===== config.mk =====
export PLATFORM = sky130hd
export DESIGN_NAME = spi_peripheral
export DESIGN_NICKNAME = d
export VERILOG_FILES = /design/src/rtl/spi_regs_pkg.sv /design/src/rtl/sync_ff.sv /design/src/rtl/spi_peripheral.sv
export SDC_FILE = /design/constraint.sdc
export NUM_CORES = 1
export LEC_CHECK = 0
export BUFFER_PORTS_ARGS = -buffer_cell sky130_fd_sc_hd__buf_2
export CAP_MARGIN = 20
export CORE_MARGIN = 4
export CORE_UTILIZATION = 35
export CTS_BUF_LIST = sky130_fd_sc_hd__clkbuf_2 sky130_fd_sc_hd__clkbuf_4 sky130_fd_sc_hd__clkbuf_8
export DETAILED_ROUTE_END_ITERATION = 10
export GPL_TIMING_DRIVEN = 0
export SETUP_SLACK_MARGIN = 0.15
export SYNTH_ARGS = -nofsm -noshare
export SYNTH_HDL_FRONTEND = slang
export SYNTH_SLANG_ARGS = --single-unit
export TNS_END_PERCENT = 50

===== constraint.sdc =====
create_clock -name clk -period 2.35 [get_ports clk]
set_clock_uncertainty 0.15 [all_clocks]
set_input_delay 0.3525 -clock clk [delete_from_list [all_inputs] [get_ports clk]]
set_output_delay 0.3525 -clock clk [all_outputs]
set_load 0.02 [all_outputs]

===== src/rtl/spi_regs_pkg.sv =====
// spi_regs_pkg
//   Shared constants for the write-only SPI register target:
//   register addresses, frame geometry, bit-counter limits and the
//   receive FSM state type.
package spi_regs_pkg;

   // Register map (7-bit address field of the frame)
   localparam logic [6:0] ADDR_EN_OUT_7_0  = 7'h00;
   localparam logic [6:0] ADDR_EN_OUT_15_8 = 7'h01;
   localparam logic [6:0] ADDR_EN_PWM_7_0  = 7'h02;
   localparam logic [6:0] ADDR_EN_PWM_15_8 = 7'h03;
   localparam logic [6:0] ADDR_PWM_DUTY    = 7'h04;

   // Frame: bit 15 = R/W (1 = write), bits 14:8 = address, bits 7:0 = data
   localparam int FRAME_BITS = 16;

   // Bit counter saturates one past a full frame so that any over-length
   // frame remains distinguishable from a correct one.
   localparam int                CNT_W    = 5;
   localparam logic [CNT_W-1:0]  CNT_FULL = 5'd16;
   localparam logic [CNT_W-1:0]  CNT_SAT  = 5'd17;

   typedef enum logic [1:0] {
      IDLE   = 2'd0,
      SHIFT  = 2'd1,
      COMMIT = 2'd2
   } spi_state_e;

endpackage


===== src/rtl/sync_ff.sv =====
// sync_ff
//   Single-bit multi-flop synchronizer for an asynchronous input.
//   Ports:
//     clk  in  system clock
//     rst  in  synchronous active-high reset (chain loads RST_VAL)
//     d    in  asynchronous input
//     q    out synchronized output (STAGES clk edges of latency)
module sync_ff #(
   parameter int   STAGES  = 2,
   parameter logic RST_VAL = 1'b0
) (
   input  logic clk,
   input  logic rst,
   input  logic d,
   output logic q
);

   logic [STAGES-1:0] chain;

   always_ff @(posedge clk) begin
      if (rst) begin
         chain <= {STAGES{RST_VAL}};
      end else begin
         chain <= {chain[STAGES-2:0], d};
      end
   end

   assign q = chain[STAGES-1];

endmodule


===== src/rtl/spi_peripheral.sv =====
// spi_peripheral
//   Write-only SPI mode-0 target that loads five 8-bit control registers
//   for the PWM block. Frames are 16 bits MSB first: R/W, 7-bit address,
//   8-bit data. Only complete 16-bit write frames to an address no higher
//   than MAX_ADDR change a register; everything else is discarded.
//   Ports:
//     clk, rst          system clock, synchronous active-high reset
//     sclk, copi, ncs   asynchronous SPI pins
//     en_reg_out_7_0    register 0x00
//     en_reg_out_15_8   register 0x01
//     en_reg_pwm_7_0    register 0x02
//     en_reg_pwm_15_8   register 0x03
//     pwm_duty_cycle    register 0x04
//   The receive FSM state is visible on the internal signal 'state'
//   (type spi_state_e) for monitoring.
module spi_peripheral
   import spi_regs_pkg::*;
#(
   parameter int         SYNC_STAGES = 2,
   parameter logic [6:0] MAX_ADDR    = 7'h04
) (
   input  logic       clk,
   input  logic       rst,
   input  logic       sclk,
   input  logic       copi,
   input  logic       ncs,
   output logic [7:0] en_reg_out_7_0,
   output logic [7:0] en_reg_out_15_8,
   output logic [7:0] en_reg_pwm_7_0,
   output logic [7:0] en_reg_pwm_15_8,
   output logic [7:0] pwm_duty_cycle
);

   logic sclk_s, copi_s, ncs_s;
   logic sclk_d, copi_d, ncs_d;

   // nCS idles high, so its synchronizer and history reset to 1 to avoid
   // a spurious falling edge right after reset.
   sync_ff #(.STAGES(SYNC_STAGES), .RST_VAL(1'b0)) u_sync_sclk (
      .clk (clk), .rst (rst), .d (sclk), .q (sclk_s)
   );
   sync_ff #(.STAGES(SYNC_STAGES), .RST_VAL(1'b0)) u_sync_copi (
      .clk (clk), .rst (rst), .d (copi), .q (copi_s)
   );
   sync_ff #(.STAGES(SYNC_STAGES), .RST_VAL(1'b1)) u_sync_ncs (
      .clk (clk), .rst (rst), .d (ncs), .q (ncs_s)
   );

   always_ff @(posedge clk) begin
      if (rst) begin
         sclk_d <= 1'b0;
         copi_d <= 1'b0;
         ncs_d  <= 1'b1;
      end else begin
         sclk_d <= sclk_s;
         copi_d <= copi_s;
         ncs_d  <= ncs_s;
      end
   end

   logic sclk_rise, ncs_fall, ncs_rise;
   assign sclk_rise = sclk_s & ~sclk_d;
   assign ncs_fall  = ~ncs_s & ncs_d;
   assign ncs_rise  = ncs_s & ~ncs_d;

   spi_state_e            state;
   logic [CNT_W-1:0]      bit_cnt;
   logic [FRAME_BITS-1:0] shreg;
   logic                  frame_ok;

   assign frame_ok = (bit_cnt == CNT_FULL) && shreg[FRAME_BITS-1] &&
                     (shreg[14:8] <= MAX_ADDR);

   always_ff @(posedge clk) begin
      if (rst) begin
         state           <= IDLE;
         bit_cnt         <= '0;
         shreg           <= '0;
         en_reg_out_7_0  <= 8'h00;
         en_reg_out_15_8 <= 8'h00;
         en_reg_pwm_7_0  <= 8'h00;
         en_reg_pwm_15_8 <= 8'h00;
         pwm_duty_cycle  <= 8'h00;
      end else begin
         case (state)
            IDLE: begin
               bit_cnt <= '0;
               shreg   <= '0;
               if (ncs_fall) state <= SHIFT;
            end
            SHIFT: begin
               // An nCS rise takes priority; a coincident SCLK edge is dropped.
               // COPI is taken from its history flop, one stage later than
               // SCLK, so data settling just before the pin edge is captured.
               if (ncs_rise) begin
                  state <= COMMIT;
               end else if (sclk_rise) begin
                  shreg <= {shreg[FRAME_BITS-2:0], copi_d};
                  if (bit_cnt != CNT_SAT) bit_cnt <= bit_cnt + 5'd1;
               end
            end
            COMMIT: begin
               if (frame_ok) begin
                  case (shreg[14:8])
                     ADDR_EN_OUT_7_0:  en_reg_out_7_0  <= shreg[7:0];
                     ADDR_EN_OUT_15_8: en_reg_out_15_8 <= shreg[7:0];
                     ADDR_EN_PWM_7_0:  en_reg_pwm_7_0  <= shreg[7:0];
                     ADDR_EN_PWM_15_8: en_reg_pwm_15_8 <= shreg[7:0];
                     ADDR_PWM_DUTY:    pwm_duty_cycle  <= shreg[7:0];
                     default: ;
                  endcase
               end
               state <= IDLE;
            end
            default: state <= IDLE;
         endcase
      end
   end

endmodule


======== After elaboration in Yosys (flattened, before gate mapping) ========
Cells that the tools add are included.
storage, ports and cells
  output and inout port bits .............. 40
  logic and storage cells ................. 58
  register bits ........................... 72
  bits of input ports ..................... 5
cells by class
  magnitude comparators ................... 1
  $add $sub $neg .......................... 1
  reductions and logical operators ........ 13
  muxes and demuxes ....................... 10
  equality and inequality tests ........... 13
  bitwise gates (word level) .............. 6
operator list
  kind                   number
  $mux W16               2
  $pmux W16 S2           1
  $reduce_and A3 Y1      6
  $mux W5                3
  $eq A7 B2 Y1 const B   2
  $ne A2 B2 Y1 const B   5
  $pmux W5 S2            1
  $eq A7 B1 Y1 const B   1
  $eq A7 B3 Y1 const B   1
  $le A7 B3 Y1 const B   1
  $logic_not A7 Y1       1
  $add A5 B1 Y5 const B  1
  $eq A5 B5 Y1 const B   1
  $ne A5 B5 Y1 const B   1
  $mux W2                2
  $pmux W2 S2            1
  $reduce_and A4 Y1      1
  $and A1 B1 Y1          3
  $not A1 Y1             3
  $eq A2 B1 Y1 const B   1
  $eq A2 B2 Y1 const B   1
  $logic_and A1 B1 Y1    2
  $logic_not A2 Y1       1
  $reduce_and A2 Y1      1
  $reduce_bool A2 Y1     1

======== Logic depth before layout (Yosys ltp) ========
Gate-level depths: netlist of run 1.
  depth in word-level cells ............... 5
  depth in mapped cells ................... 6
  mapped depth without buffers ............ 6

======== Modules after synthesis ========
Synthesis of run 1 repeated with hierarchy kept, for this count alone.
second synthesis, totals
  cells, all modules ...................... 273
  area, all modules ....................... 2731.4 µm²
modules (own cells, without submodules)
  module          cells an instance  times used  area an instance (µm²)  seq. area each (µm²)
  spi_peripheral  261                1           2573.7                  1321.3
  sync_ff         4                  3           52.6                    40.0

======== Least setup slack after synthesis of run 1 ========
No wires, ideal clock.
  kind .................................... flip-flop to flip-flop
  from .................................... register bit_cnt[1]
  to ...................................... register bit_cnt[2]
  clock period less this slack ............ 1622 ps
  path buffers ............................ 0
  stages on the path, launching flop included .. 6
  data required time ...................... 2079 ps
  arrival time ............................ 1352 ps
  setup time .............................. 121 ps
  setup slack ............................. 728 ps
  cell sequence ........................... dfxtp_1 -> inv_1 -> ha_1 -> and3_1 -> nor4b_1 -> mux2_2
between the ends
  cells in the longest elaborated chain, start to end .. 5
  elaborated cells between the ends (all ways) .. 8
  classes of those cells .................. add/sub (1); eq/ne (2); mux (4); reduce/logical (1)
ends and longest elaborated chain
  what                    line                  source
  from (decl)             spi_peripheral.sv:67  logic [CNT_W-1:0] bit_cnt;
  from (signal assigned)  spi_peripheral.sv:99  if (bit_cnt != CNT_SAT) bit_cnt <= bit_cnt + 5'd1;
  $add A5 B1 Y5           spi_peripheral.sv:99
  $mux W5                 spi_peripheral.sv:99
  $mux W5                 spi_peripheral.sv:97  end else if (sclk_rise) begin
  $mux W5                 spi_peripheral.sv:95  if (ncs_rise) begin
  $pmux W5 S2             spi_peripheral.sv:85  case (state)
Several ways; a longest one is shown, not always the timed one. The select of a mux whose other input is x is not followed.
A chain may end at the register's enable or synchronous reset.

======== Final worst setup path of run 1 ========
  from .................................... register state[0]
  to ...................................... register shreg[12]
between the ends
  cells in the longest elaborated chain, start to end .. 3
  elaborated cells between the ends (all ways) .. 7
  classes of those cells .................. eq/ne (3); mux (1); reduce/logical (3)
ends and longest elaborated chain
  what                                                          line                  source
  from (decl)                                                   spi_peripheral.sv:66  spi_state_e state;
  from (signal assigned)                                        spi_peripheral.sv:76  state <= IDLE;
  from (signal assigned)                                        spi_peripheral.sv:89  if (ncs_fall) state <= SHIFT;
  from (signal assigned)                                        spi_peripheral.sv:96  state <= COMMIT;
  $eq A2 B1 Y1 or $logic_not A2 Y1 (tied branches)              spi_peripheral.sv:85
  $ne A2 B2 Y1 (no line) or $reduce_bool A2 Y1 (tied branches)  -
  $reduce_and A3 Y1 (no line)                                   -
  to (signal assigned)                                          spi_peripheral.sv:98  shreg <= {shreg[FRAME_BITS-2:0], copi_d};
  to (decl)                                                     spi_peripheral.sv:68  logic [FRAME_BITS-1:0] shreg;
Several ways; a longest one is shown, not always the timed one.

==> reports/qor.json, run 1 <==
{
  "pin_count": 45,
  "initial_utilization_pct": 36.9,
  "seq_power_share_pct": 49.3,
  "comb_power_share_pct": 1.9,
  "clk-insertion-delay-late_ps": 330,
  "antenna_violating_nets_post_route": 0,
  "cts_hold_repair.buffers": 0,
  "postSynthCellCount": 274,
  "max_freq_mhz": 533,
  "setup_total_negative_slack_ps": 0,
  "drt-total-wl_um": 6090,
  "post_synth_instance_area_mm2": 0.00274,
  "wl_per_cell_um": 14.1,
  "detailed_place.area_mm2": 0.00307,
  "maxCapViolCount": 0,
  "vias_per_cell": 4.92,
  "design.final.nets": 336,
  "finalHoldViolations": 0,
  "synth_largest_type_area_fraction_pct": 52.7,
  "die_w_um": 96.4,
  "cts_buffer_count": 9,
  "synth.top_cells.by_area": "sky130_fd_sc_hd__dfxtp_1, sky130_fd_sc_hd__mux2i_1, sky130_fd_sc_hd__nor2_1",
  "ys_seq_area_share_pct": 52.7,
  "min_period_ps": 1880,
  "multi_input_comb_area_mm2": 0.00122,
  "finalSetupViolCount": 0,
  "switching_power_uw": 490,
  "relSlewSlack_pct": 64.6,
  "global_route_usage_sum_pct": 13.9,
  "mappedNetlistNets": 282,
  "worst_hold_class": "in2reg",
  "core.rowCount": 31,
  "grt-ovfl-total": 0,
  "synth_commonest_cells": "sky130_fd_sc_hd__dfxtp_1, sky130_fd_sc_hd__nor2_1, sky130_fd_sc_hd__mux2i_1",
  "drt_first_iter_violations": 106,
  "power_density_normalized_to_cell_area_mw_per_mm2": 748,
  "clock_tree.buffer_depth": 2,
  "worst-r2r-setup-slack_ps": 470,
  "avgSynthCellArea_um2": 9.98,
  "worst-endpoint-required_ps": 2470,
  "post_route_cells_drive_above_1_share_pct": 21.9,
  "drt_pre_antenna_iters": 4,
  "timing_max_transition_violations_final": 0,
  "synth_largest_area_cell": "sky130_fd_sc_hd__dfxtp_1",
  "ys_ff_latch": 72,
  "vdd_drop_max_mv": 0.387,
  "synthToLayoutAreaGrowth_pct": 21.7,
  "leakage_uw": 0.00164,
  "worst_setup_path_endpoint": "shreg[12]$_SDFFE_PP0P_",
  "power_frac_clock_pct": 48.8,
  "final.period_utilization_pct": 79.8,
  "first_global_vias": 1987,
  "status": "finished clean",
  "hpwlAfterDp_um": 4140,
  "sequential_cell_area_mm2": 0.00144,
  "capturing_point_of_the_worst_reg2reg_path": "shreg[12]$_SDFFE_PP0P_",
  "synth-edff-count": 0,
  "end_kind": "register",
  "grt_pass1_wl_um": 9830,
  "finish.instance_area_mm2": 0.00333,
  "maximum_level_of_the_cts_h_tree": 3,
  "worstSetupPathType": "reg2reg",
  "synth-warning-count": 0,
  "cp_max_fo": 10,
  "die_h_um": 96.4,
  "antenna_cells_inserted": 0,
  "rr_worst_depth": 5,
  "setup.worst_path.start_class": "register",
  "synth_cell_types": 34,
  "tritoncts_num_sinks": 72,
  "die-area_mm2": 0.00929,
  "ctsRootBufferMaster": "sky130_fd_sc_hd__clkbuf_8",
  "async_sr_flop_fraction_pct": 0,
  "grt_antenna_before_repair": 0,
  "post_cts_setup_repair_bufs": 0,
  "maximum_number_of_pins_on_one_net_before_global_route_repair": 13,
  "yosys.cell_count.top_type": "sky130_fd_sc_hd__dfxtp_1",
  "switch_share_pct": 19.7,
  "fill_cells": 705,
  "quantity_of_i_o_buffers_inserted_on_ports": 43,
  "postCtsResizedCells": 0,
  "worst_pin_slew_ps": 531,
  "coreArea_mm2": 0.00741,
  "gp_routability_congestion": 0.729,
  "dr_total_vias": 2126,
  "cts_tree": "yes",
  "reg2reg_from": "state[0]$_SDFFE_PP0P_",
  "route.detailed.drc": 0,
  "p_int_uw": 2000,
  "startpoint": "state[0]$_SDFFE_PP0P_",
  "rsz0062_at_grt": "no",
  "worstPathArrival_ps": 2000,
  "cts.clk_slew.worst_paths_ps": 80,
  "synth_ff_type": "sky130_fd_sc_hd__dfxtp_1"
}
[cells in the final DEF, fill, tap and decap left out, drive strengths merged, types with 3 or more instances in the layout]
| cell type | count |
|---|---|
| mux2i | 40 |
| a21oi | 20 |
| nand4 | 5 |
| or2 | 3 |
| nor2 | 43 |
| bufinv | 3 |
| clkbuf | 23 |
| nor2b | 7 |
| o21ai | 18 |
| nand2 | 16 |
| nor4b | 5 |
| buf | 45 |
| dfxtp | 72 |
| nand3 | 3 |
| inv | 4 |
| ha | 3 |
[power by group through the flow]
stage / combinational (uW) / sequential [uW] / clock [uW]
2_1_floorplan: 33.0 / 1260 / 0
3_3_place_gp: 46.8 / 1260 / 0
3_5_place_dp: 47.6 / 1260 / 0
4_1_cts: 48.0 / 1230 / 1250
5_1_grt: 53.0 / 1230 / 1290
6_report: 47.3 / 1230 / 1220
[how the worst min path moves through the flow]
stage	from	endpoint	slack, ps	cells after the start
after global routing	ncs	u_sync_ncs.chain[0]$_SDFF_PP1_	40	2
after global placement	u_sync_ncs.chain[0]$_SDFF_PP1_	u_sync_ncs.chain[1]$_SDFF_PP1_	240	1
final	ncs	u_sync_ncs.chain[0]$_SDFF_PP1_	40	2
after floorplan	u_sync_ncs.chain[0]$_SDFF_PP1_	u_sync_ncs.chain[1]$_SDFF_PP1_	240	1
after CTS	ncs	u_sync_ncs.chain[0]$_SDFF_PP1_	30	2
after detailed placement	u_sync_ncs.chain[0]$_SDFF_PP1_	u_sync_ncs.chain[1]$_SDFF_PP1_	250	1
[cell families (layout without fill, tap and decap cells)]
group | after synthesis | after routing | synth area share, %
AOI/OAI and AO/OA | 42 | 42 | 8.05
DFF | 72 | 72 | 52.7
muxes | 41 | 41 | 15.1
adders and majority gates | 4 | 4 | 1.74
and+or+nand+nor | 97 | 97 | 19.9
buffers and inverters | 18 | 77 | 2.56
[flip-flops by register name, summed over array words and instances, names as in the netlist]
name,cells
shreg,16
copi_d,1
en_reg_pwm_15_8,8
ncs_d,1
u_sync_copi.chain,2
u_sync_sclk.chain,2
u_sync_ncs.chain,2
en_reg_out_7_0,8
bit_cnt,5
en_reg_pwm_7_0,8
sclk_d,1
en_reg_out_15_8,8
state,2
pwm_duty_cycle,8
[layout make-up]
cell class / instances / share of cell area, %
Sequential cell: 72 / 43.3
Clock buffer: 11 / 4.55
Inverter: 4 / 0.451
Clock inverter: 5 / 3.08
Timing Repair Buffer: 43 / 6.47
Buffer: 14 / 1.65
Multi-Input combinational cell: 184 / 36.8
Tap cell: 99 / 3.72
[per-stage QoR]
step | std cells | utilization [%] | hold slack (ps) | power (uW) | setup WS, ps
global placement | 416 | 41.5 | 243 | 1300 | 460
detailed placement | 416 | 41.5 | 246 | 1300 | 432
CTS | 432 | 44.9 | 34.1 | 2520 | 447
global route | 432 | 44.9 | 37.9 | 2570 | 271
finish | 432 | 44.9 | 42.6 | 2490 | 474
floorplan | 274 | - | 239 | 1290 | 728
[worst max-delay path, stage by stage (launching register included)]
cell and delay, ps:
sky130_fd_sc_hd__dfxtp_1 310, sky130_fd_sc_hd__clkbuf_1 290, sky130_fd_sc_hd__nor4b_4 520, sky130_fd_sc_hd__buf_2 310
sky130_fd_sc_hd__nand2_1 90, sky130_fd_sc_hd__a21oi_1 140
[metal layers]
metal | part of all wire (%) | track usage [%]
met5 | 0 | 0
met4 | 1.4 | 6.78
met3 | 7.0 | 4.11
met1 | 45 | 18.3
met2 | 46 | 20.8
No activity file was read; power rests on OpenSTA's default activity.
==> inputs of run 2 (changes only) <==
--- a/config.mk
+++ b/config.mk
@@ -5,6 +5,7 @@
 export SDC_FILE = /design/constraint.sdc
 export NUM_CORES = 1
 export LEC_CHECK = 0
+export ABC_AREA = 1
 export BUFFER_PORTS_ARGS = -buffer_cell sky130_fd_sc_hd__buf_2
 export CAP_MARGIN = 20
 export CORE_MARGIN = 4
==> constraint.sdc (replaced) <==
create_clock -name clk -period 1.9 [get_ports clk]
set_clock_uncertainty 0.15 [all_clocks]
set_input_delay 0.285 -clock clk [delete_from_list [all_inputs] [get_ports clk]]
set_output_delay 0.285 -clock clk [all_outputs]
set_load 0.02 [all_outputs]
==> run 2 against run 1 <==
- clock-buffer cell count down 2
- sequential power increased by 24%
- worst setup slack worse by 260 ps
- final cell count increased by 40%
- highest routed layer unchanged
- utilization up 1.4 points
- combinational power rose by 100%
- design area increased by 17%
- area after synthesis up 12%
- register-to-register slack lost 260 ps
- sequential cell count did not move
==> reports/qor.json, run 2 <==
{
  "drt_first_iter_violations": {"value": 118, "change": "+11%"},
  "final.period_utilization": {"value": 88.7, "unit": "%", "change": "+8.9 points"},
  "setup.worst_path.start_class": "register",
  "rr_worst_depth": {"value": 11, "change": "+6"},
  "maximum_number_of_pins_on_one_net_before_global_route_repair": {"value": 15, "change": "+2"},
  "yosys.cell_count.top_type": "sky130_fd_sc_hd__nor2_1",
  "first_global_vias": {"value": 2493, "change": "+25%"},
  "crit_path_max_incr_delay": {"value": 370, "unit": "ps", "change": "-150 ps"},
  "largest_register": "shreg",
  "clock_tree.buffer_depth": {"value": 2, "change": "unchanged"},
  "grt_antenna_before_repair": {"value": 0, "change": "unchanged"},
  "critical-path-top-cell-by-count": "sky130_fd_sc_hd__nor2_1",
  "maxCapViolCount": {"value": 0, "change": "unchanged"},
  "drt_pre_antenna_iters": {"value": 4, "change": "unchanged"},
  "timing.critical_path.cells": "inv_4, ha_4, inv_2, nor2_1, nand2_1, nor2_4, buf_12, nand2_8, clkbuf_16, nor2_1, nor2_1",
  "whs_path_depth": {"value": 4, "change": "+2"},
  "grt_pass1_wl": {"value": 11800, "unit": "um", "change": "+20%"},
  "quantity_of_i_o_buffers_inserted_on_ports": {"value": 44, "change": "+2.3%"},
  "gp_routability_congestion": {"value": 0.878, "change": "+20%"},
  "min_period": {"value": 1690, "unit": "ps", "change": "-189 ps"},
  "cp_max_fo": {"value": 5, "change": "-5"},
  "synth-warning-count": {"value": 0, "change": "unchanged"},
  "power_density_normalized_to_cell_area": {"value": 735, "unit": "mW/mm^2", "change": "-1.8%"},
  "postSynthCellCount": {"value": 424, "change": "+55%"},
  "synthToLayoutAreaGrowth_pct": 26.3,
  "core.rowCount": {"value": 33, "change": "+6.5%"},
  "post_route_cells_drive_above_1_share": {"value": 23.9, "unit": "%", "change": "+2.0 points"},
  "die_w": {"value": 102, "unit": "um", "change": "+5.5%"},
  "worst-endpoint-required": {"value": 2000, "unit": "ps", "change": "-470 ps"},
  "initial_utilization": {"value": 36.7, "unit": "%", "change": "-0.23 points"},
  "setup_total_negative_slack": {"value": 0, "unit": "ps", "change": "unchanged"},
  "synth_cell_types": {"value": 24, "change": "-29%"},
  "coreArea": {"value": 0.00838, "unit": "mm^2", "change": "+13%"},
  "max_freq": {"value": 593, "unit": "MHz", "change": "+11%"},
  "timing.critical_path.buf_inv": {"value": 4, "change": "+2"},
  "grt-ovfl-total": {"value": 0, "change": "unchanged"},
  "pin_count": {"value": 45, "change": "unchanged"},
  "design_power_total": {"value": 2860, "unit": "uW", "change": "+15%"},
  "antenna_violating_nets_post_route": {"value": 0, "change": "unchanged"},
  "end_kind": "register",
  "die_h": {"value": 102, "unit": "um", "change": "+5.5%"},
  "drt-total-wl": {"value": 7330, "unit": "um", "change": "+20%"},
  "ys_seq_area_share": {"value": 46.9, "unit": "%", "change": "-5.8 points"},
  "clk-insertion-delay-late": {"value": 350, "unit": "ps", "change": "+20 ps"},
  "synth_ff_type": "sky130_fd_sc_hd__dfxtp_1",
  "finalSetupViolCount": {"value": 0, "change": "unchanged"},
  "fill_cells": {"value": 858, "change": "+22%"},
  "tritoncts_num_sinks": {"value": 72, "change": "unchanged"},
  "vdd_drop_max": {"value": 0.440, "unit": "mV", "change": "+14%"},
  "route.detailed.drc": {"value": 0, "change": "unchanged"},
  "post_synth_instance_area": {"value": 0.00308, "unit": "mm^2", "change": "+12%"},
  "worstSetupPathType": "reg2reg",
  "largest_register_ff_count": {"value": 16, "change": "unchanged"},
  "rsz0062_at_grt": "yes",
  "synth-edff-count": {"value": 0, "change": "unchanged"},
  "critical_path_depth": {"value": 11, "change": "+6"},
  "mostFrequentLayoutCells": "sky130_fd_sc_hd__nor2_1, sky130_fd_sc_hd__nand2_1, sky130_fd_sc_hd__dfxtp_1",
  "antenna_cells_inserted": {"value": 0, "change": "unchanged"},
  "cts.clk_slew.worst_paths": {"value": 80, "unit": "ps", "change": "about the same"},
  "ctsRootBufferMaster": "sky130_fd_sc_hd__clkbuf_8",
  "dr_total_vias": {"value": 2827, "change": "+33%"},
  "mostFrequentLayoutCell": "sky130_fd_sc_hd__nor2_1",
  "leakage": {"value": 0.00170, "unit": "uW", "change": "+4.0%"},
  "async_sr_flop_fraction": {"value": 0, "unit": "%", "change": "unchanged"},
  "synth_commonest_cells": "sky130_fd_sc_hd__nor2_1, sky130_fd_sc_hd__nand2_1, sky130_fd_sc_hd__dfxtp_1",
  "global_route_usage_sum": {"value": 14.5, "unit": "%", "change": "+0.62 points"},
  "hpwlAfterDp": {"value": 5100, "unit": "um", "change": "+23%"},
  "avgSynthCellArea": {"value": 7.25, "unit": "um^2", "change": "-27%"},
  "worstPathArrival": {"value": 1780, "unit": "ps", "change": "-220 ps"},
  "crit_family": "simple AND/OR/NAND/NOR gates",
  "worst_hold_class": "in2reg",
  "relSlewSlack": {"value": 67.6, "unit": "%", "change": "+3.0 points"},
  "timing.hold.ws": {"value": 107, "unit": "ps", "change": "+64.6 ps"},
  "cts_tree": "yes",
  "worst_pin_slew": {"value": 486, "unit": "ps", "change": "-45.0 ps"},
  "die-area": {"value": 0.0104, "unit": "mm^2", "change": "+11%"},
  "maximum_level_of_the_cts_h_tree": {"value": 3, "change": "unchanged"},
  "synth_largest_area_cell": "sky130_fd_sc_hd__dfxtp_1",
  "design.final.nets": {"value": 501, "change": "+49%"},
  "cts_buffer_count": {"value": 9, "change": "unchanged"},
  "vias_per_cell": {"value": 4.69, "change": "-4.7%"},
  "mappedNetlistNets": {"value": 432, "change": "+53%"},
  "critical_path_s_slowest_cell": "sky130_fd_sc_hd__dfxtp_4",
  "synth.top_cells.by_area": "sky130_fd_sc_hd__dfxtp_1, sky130_fd_sc_hd__nor2_1, sky130_fd_sc_hd__nand2_1",
  "status": "finished clean",
  "synth_largest_type_area_fraction": {"value": 46.9, "unit": "%", "change": "-5.8 points"},
  "ys_ff_latch": {"value": 72, "change": "unchanged"},
  "finalHoldViolations": {"value": 0, "change": "unchanged"},
  "timing_max_transition_violations_final": {"value": 0, "change": "unchanged"},
  "wl_per_cell": {"value": 12.2, "unit": "um", "change": "-14%"}
}
## run 2: changes by cell type after synthesis, moves of 10 or more
cell,change
sky130_fd_sc_hd__inv_1,+37
sky130_fd_sc_hd__mux2i_1,-40
sky130_fd_sc_hd__nand2_1,+66
sky130_fd_sc_hd__nand3_1,+22
sky130_fd_sc_hd__nand4_1,+33
sky130_fd_sc_hd__nor2_1,+57
sky130_fd_sc_hd__nor2_4,+10
sky130_fd_sc_hd__o21ai_0,-14
## run 2: power breakdown
part / switching, uW / internal, uW / leakage (uW)
sequential: 2.99 / 1520 / 0.000583
combinational: 61.8 / 33.2 / 0.00102
clock: 622 / 620 / 0.000101
total: 687 / 2170 / 0.00170
## run 2: cell type report
cell class	count	area [um^2]	share of cell area [%]
tap	105	131	3.38
timing repair buffer	58	403	10.4
sequential	72	1450	37.2
multi-input combinational	287	1410	36.4
inverter	48	183	4.70
buffer	17	106	2.74
clock buffer	9	124	3.19
clock inverter	7	77.6	2.00
## run 2: logic make-up after synthesis
family / after synthesis / synth area share (%)
buf+inv: 65 / 8.58
flops: 72 / 46.9
simple gates: 261 / 39.6
fa+ha+maj: 3 / 1.22
compound gates: 23 / 3.74
## run 2: metrics by stage
stage                     area, um^2  util (%)  setup WS [ps]  std cells
after floorplan                 3080         -            393        424
after CTS                       3660      43.6            168        592
after global routing            3880      46.4            118        603
final                           3880      46.4            214        603
after detailed placement        3430      40.9            173        573
after global placement          3430      40.9            180        573
## run 2: final timing paths
path                                        start                               to  slack, ps
setup / recovery          bit_cnt[0]$_SDFFE_PP0P_   pwm_duty_cycle[7]$_SDFFE_PP0P_        210
hold / removal                                rst   en_reg_pwm_7_0[2]$_SDFFE_PP0P_        110
setup reg to reg          bit_cnt[0]$_SDFFE_PP0P_   pwm_duty_cycle[7]$_SDFFE_PP0P_        210
hold reg to reg   u_sync_sclk.chain[0]$_SDFF_PP0_  u_sync_sclk.chain[1]$_SDFF_PP0_        260
## run 2: per-layer routing
| metal | part of all wire (%) | GRT usage, % | vias up |
|---|---|---|---|
| met5 | 0 | 0 | - |
| met4 | 1.6 | 7.16 | 0 |
| met3 | 5.3 | 3.58 | 8 |
| met2 | 47 | 23.2 | 75 |
| met1 | 46 | 18.3 | 1269 |
| li1 | - | - | 1475 |
## run 2: repair_timing
item / in CTS / in global routing
gates resized for setup: 0 / 30
buffers inserted: 0 / 6
hold endpoints to repair: 3 / 0
hold buffers: 3 / 0
setup endpoints to repair: 0 / 40
## run 2: tightest hold or removal path, stage by stage
cell                      delay (ps)
sky130_fd_sc_hd__buf_2            90
sky130_fd_sc_hd__inv_2            70
sky130_fd_sc_hd__nand2_1          80
sky130_fd_sc_hd__nor2_1           30
==> inputs of run 3 (changes only) <==
--- a/config.mk
+++ b/config.mk
@@ -11,8 +11,10 @@
 export CORE_MARGIN = 4
 export CORE_UTILIZATION = 35
 export CTS_BUF_LIST = sky130_fd_sc_hd__clkbuf_2 sky130_fd_sc_hd__clkbuf_4 sky130_fd_sc_hd__clkbuf_8
+export CTS_CLUSTER_DIAMETER = 150
 export DETAILED_ROUTE_END_ITERATION = 10
 export GPL_TIMING_DRIVEN = 0
+export RECOVER_POWER = 25
 export SETUP_SLACK_MARGIN = 0.15
 export SYNTH_ARGS = -nofsm -noshare
 export SYNTH_HDL_FRONTEND = slang
==> run 3 against run 2 <==
- worst hold slack improved by 81 ps
- critical path depth did not move
- sequential power barely moved
- final cell count did not move
- via count barely moved
- first-iteration DRC count fell by 0.85%
- clock power barely moved
- sequential cell count did not move
- total power fell by 0.14%
- largest power group unchanged
==> reports/qor.json, run 3 (same netlist as run 2, synthesis figures left out) <==
{
  "status": "finished clean",
  "first_global_vias": {"value": 2493, "change": "unchanged"},
  "worst-r2r-setup-slack": {"value": 220, "unit": "ps", "change": "about the same"},
  "worst_setup_path_endpoint": "pwm_duty_cycle[7]$_SDFFE_PP0P_",
  "setup.worst_path.start_class": "register",
  "mostFrequentLayoutCells": "sky130_fd_sc_hd__nor2_1, sky130_fd_sc_hd__nand2_1, sky130_fd_sc_hd__dfxtp_1",
  "highest_layer": "met4",
  "initial_utilization": {"value": 36.7, "unit": "%", "change": "unchanged"},
  "min_from": "rst",
  "coreArea": {"value": 0.00838, "unit": "mm^2", "change": "unchanged"},
  "min_period": {"value": 1680, "unit": "ps", "change": "-3.36 ps"},
  "reg2reg_from": "bit_cnt[0]$_SDFFE_PP0P_",
  "largest_register": "shreg",
  "detail_route.wirelength.met1": {"value": 3330, "unit": "um", "change": "-1.1%"},
  "mostFrequentLayoutCell": "sky130_fd_sc_hd__nor2_1",
  "maximum_level_of_the_cts_h_tree": {"value": 3, "change": "unchanged"},
  "sequential_cell_area": {"value": 0.00145, "unit": "mm^2", "change": "unchanged"},
  "pin_count": {"value": 45, "change": "unchanged"},
  "maximum_number_of_pins_on_one_net_before_global_route_repair": {"value": 15, "change": "unchanged"},
  "wl_per_cell": {"value": 12.1, "unit": "um", "change": "-0.12%"},
  "timing_max_transition_violations_final": {"value": 0, "change": "unchanged"},
  "clk-insertion-delay-late": {"value": 350, "unit": "ps", "change": "about the same"},
  "leakage": {"value": 0.00162, "unit": "uW", "change": "-4.8%"},
  "design.final.nets": {"value": 501, "change": "unchanged"},
  "grt_pass1_wl": {"value": 11800, "unit": "um", "change": "unchanged"},
  "finish.instance_area": {"value": 0.00386, "unit": "mm^2", "change": "-0.61%"},
  "drt_pre_antenna_iters": {"value": 4, "change": "unchanged"},
  "setup_total_negative_slack": {"value": 0, "unit": "ps", "change": "unchanged"},
  "die_h": {"value": 102, "unit": "um", "change": "unchanged"},
  "tritoncts_num_sinks": {"value": 72, "change": "unchanged"},
  "route.detailed.drc": {"value": 0, "change": "unchanged"},
  "ctsRootBufferMaster": "sky130_fd_sc_hd__clkbuf_8",
  "clock_tree.buffer_depth": {"value": 2, "change": "unchanged"},
  "power_density_normalized_to_cell_area": {"value": 739, "unit": "mW/mm^2", "change": "+0.47%"},
  "grt-ovfl-total": {"value": 0, "change": "unchanged"},
  "gp_routability_congestion": {"value": 0.878, "change": "unchanged"},
  "end_kind": "register",
  "worstSetupPathType": "reg2reg",
  "finalSetupViolCount": {"value": 0, "change": "unchanged"},
  "final.period_utilization": {"value": 88.6, "unit": "%", "change": "-0.18 points"},
  "cp_max_fo": {"value": 5, "change": "unchanged"},
  "drt_first_iter_violations": {"value": 117, "change": "-0.85%"},
  "quantity_of_i_o_buffers_inserted_on_ports": {"value": 44, "change": "unchanged"},
  "post_route_cells_drive_above_1_share": {"value": 19.7, "unit": "%", "change": "-4.2 points"},
  "cts_tree": "yes",
  "maxCapViolCount": {"value": 0, "change": "unchanged"},
  "hpwlAfterDp": {"value": 5100, "unit": "um", "change": "unchanged"},
  "largest_register_ff_count": {"value": 16, "change": "unchanged"},
  "capturing_point_of_the_worst_reg2reg_path": "pwm_duty_cycle[7]$_SDFFE_PP0P_",
  "startpoint": "bit_cnt[0]$_SDFFE_PP0P_",
  "rr_worst_depth": {"value": 11, "change": "unchanged"},
  "vias_per_cell": {"value": 4.69, "change": "about the same"},
  "worstPathArrival": {"value": 1780, "unit": "ps", "change": "about the same"},
  "max_freq": {"value": 594, "unit": "MHz", "change": "+0.20%"},
  "worst-endpoint-required": {"value": 2000, "unit": "ps", "change": "about the same"},
  "routed-wl-met2": {"value": 3430, "unit": "um", "change": "-0.78%"},
  "multi_input_comb_area": {"value": 0.00141, "unit": "mm^2", "change": "unchanged"},
  "antenna_cells_inserted": {"value": 0, "change": "unchanged"},
  "vdd_drop_max": {"value": 0.440, "unit": "mV", "change": "about the same"},
  "relSlewSlack": {"value": 67.9, "unit": "%", "change": "+0.29 points"},
  "worst_hold_class": "in2reg",
  "core.rowCount": {"value": 33, "change": "unchanged"},
  "grt_antenna_before_repair": {"value": 0, "change": "unchanged"},
  "dr_total_vias": {"value": 2829, "change": "+0.071%"},
  "worst_pin_slew": {"value": 481, "unit": "ps", "change": "-4.42 ps"},
  "detailed_place.area": {"value": 0.00343, "unit": "mm^2", "change": "unchanged"},
  "die-area": {"value": 0.0104, "unit": "mm^2", "change": "unchanged"},
  "cts.clk_slew.worst_paths": {"value": 80, "unit": "ps", "change": "about the same"},
  "wl_met3": {"value": 399, "unit": "um", "change": "+2.8%"},
  "antenna_violating_nets_post_route": {"value": 0, "change": "unchanged"},
  "synthToLayoutAreaGrowth_pct": 25.5,
  "fill_cells": {"value": 867, "change": "+1.0%"},
  "global_route_usage_sum": {"value": 14.5, "unit": "%", "change": "unchanged"},
  "cts_buffer_count": {"value": 9, "change": "unchanged"},
  "drt-total-wl": {"value": 7320, "unit": "um", "change": "-0.12%"},
  "rsz0062_at_grt": "yes",
  "die_w": {"value": 102, "unit": "um", "change": "unchanged"},
  "finalHoldViolations": {"value": 0, "change": "unchanged"}
}
[run 3: cell count changes in the layout (fill, tap and decap cells not counted), sizes merged]
cell,previous run,this run
clkbuf,15,35
buf,66,46
[run 3: cell type report]
cell class / count / share of cell area (%)
plain buffers: 17 / 2.75
multi-input cells: 287 / 36.6
clock buffers: 9 / 3.21
inverters: 48 / 4.73
repair buffers: 58 / 9.82
flip-flops and latches: 72 / 37.5
clock inverters: 7 / 2.01
well taps: 105 / 3.40
[run 3: worst min-delay path by stage]
stage / end / depth (start not counted)
finish: en_reg_pwm_7_0[2]$_SDFFE_PP0P_ / 4
CTS: en_reg_pwm_7_0[2]$_SDFFE_PP0P_ / 4
detailed placement: u_sync_ncs.chain[1]$_SDFF_PP1_ / 1
floorplan: copi_d$_SDFF_PP0_ / 2
global placement: u_sync_sclk.chain[1]$_SDFF_PP0_ / 2
global route: en_reg_pwm_7_0[2]$_SDFFE_PP0P_ / 4
[run 3: timing repair]
action                                  4_1_cts  5_1_grt
hold buffers                                  3        0
buffers inserted                              0        6
gates resized for setup                       0       30
endpoints found under the hold margin         3        0
endpoints found under the setup margin        0       40
[run 3: per-stage QoR]
step / hold WS, ps / instances / power [uW] / utilization, % / setup slack (ps)
2_1_floorplan: 238 / 424 / 1610 / - / 393
3_3_place_gp: 239 / 573 / 1640 / 40.9 / 180
3_5_place_dp: 244 / 573 / 1640 / 40.9 / 173
4_1_cts: 89.4 / 592 / 2890 / 43.6 / 168
5_1_grt: 229 / 603 / 2970 / 46.1 / 118
6_report: 188 / 603 / 2850 / 46.1 / 217
[run 3: layer usage]
metal  global-route usage [%]  up-vias
li1                         -     1474
met1                     18.3     1272
met2                     23.2       73
met3                     3.58       10
met4                     7.16        0
met5                        0        -
[run 3: where the power goes]
group / internal, uW / switching, uW / leakage (uW) / total, uW
Sequential: 1520 / 2.81 / 0.000583 / 1520
Clock: 620 / 619 / 0.000101 / 1240
Combinational: 32.7 / 61.7 / 0.000937 / 94.4
Total: 2170 / 684 / 0.00162 / 2850
[run 3: critical path: stages, from the launching register on]
cell and delay [ps]:
sky130_fd_sc_hd__dfxtp_4 370, sky130_fd_sc_hd__inv_4 70, sky130_fd_sc_hd__ha_4 120, sky130_fd_sc_hd__inv_2 30, sky130_fd_sc_hd__nor2_1 70, sky130_fd_sc_hd__nand2_1 100
sky130_fd_sc_hd__nor2_4 180, sky130_fd_sc_hd__buf_12 140, sky130_fd_sc_hd__nand2_8 70, sky130_fd_sc_hd__clkbuf_16 160, sky130_fd_sc_hd__nor2_1 80, sky130_fd_sc_hd__nor2_1 50
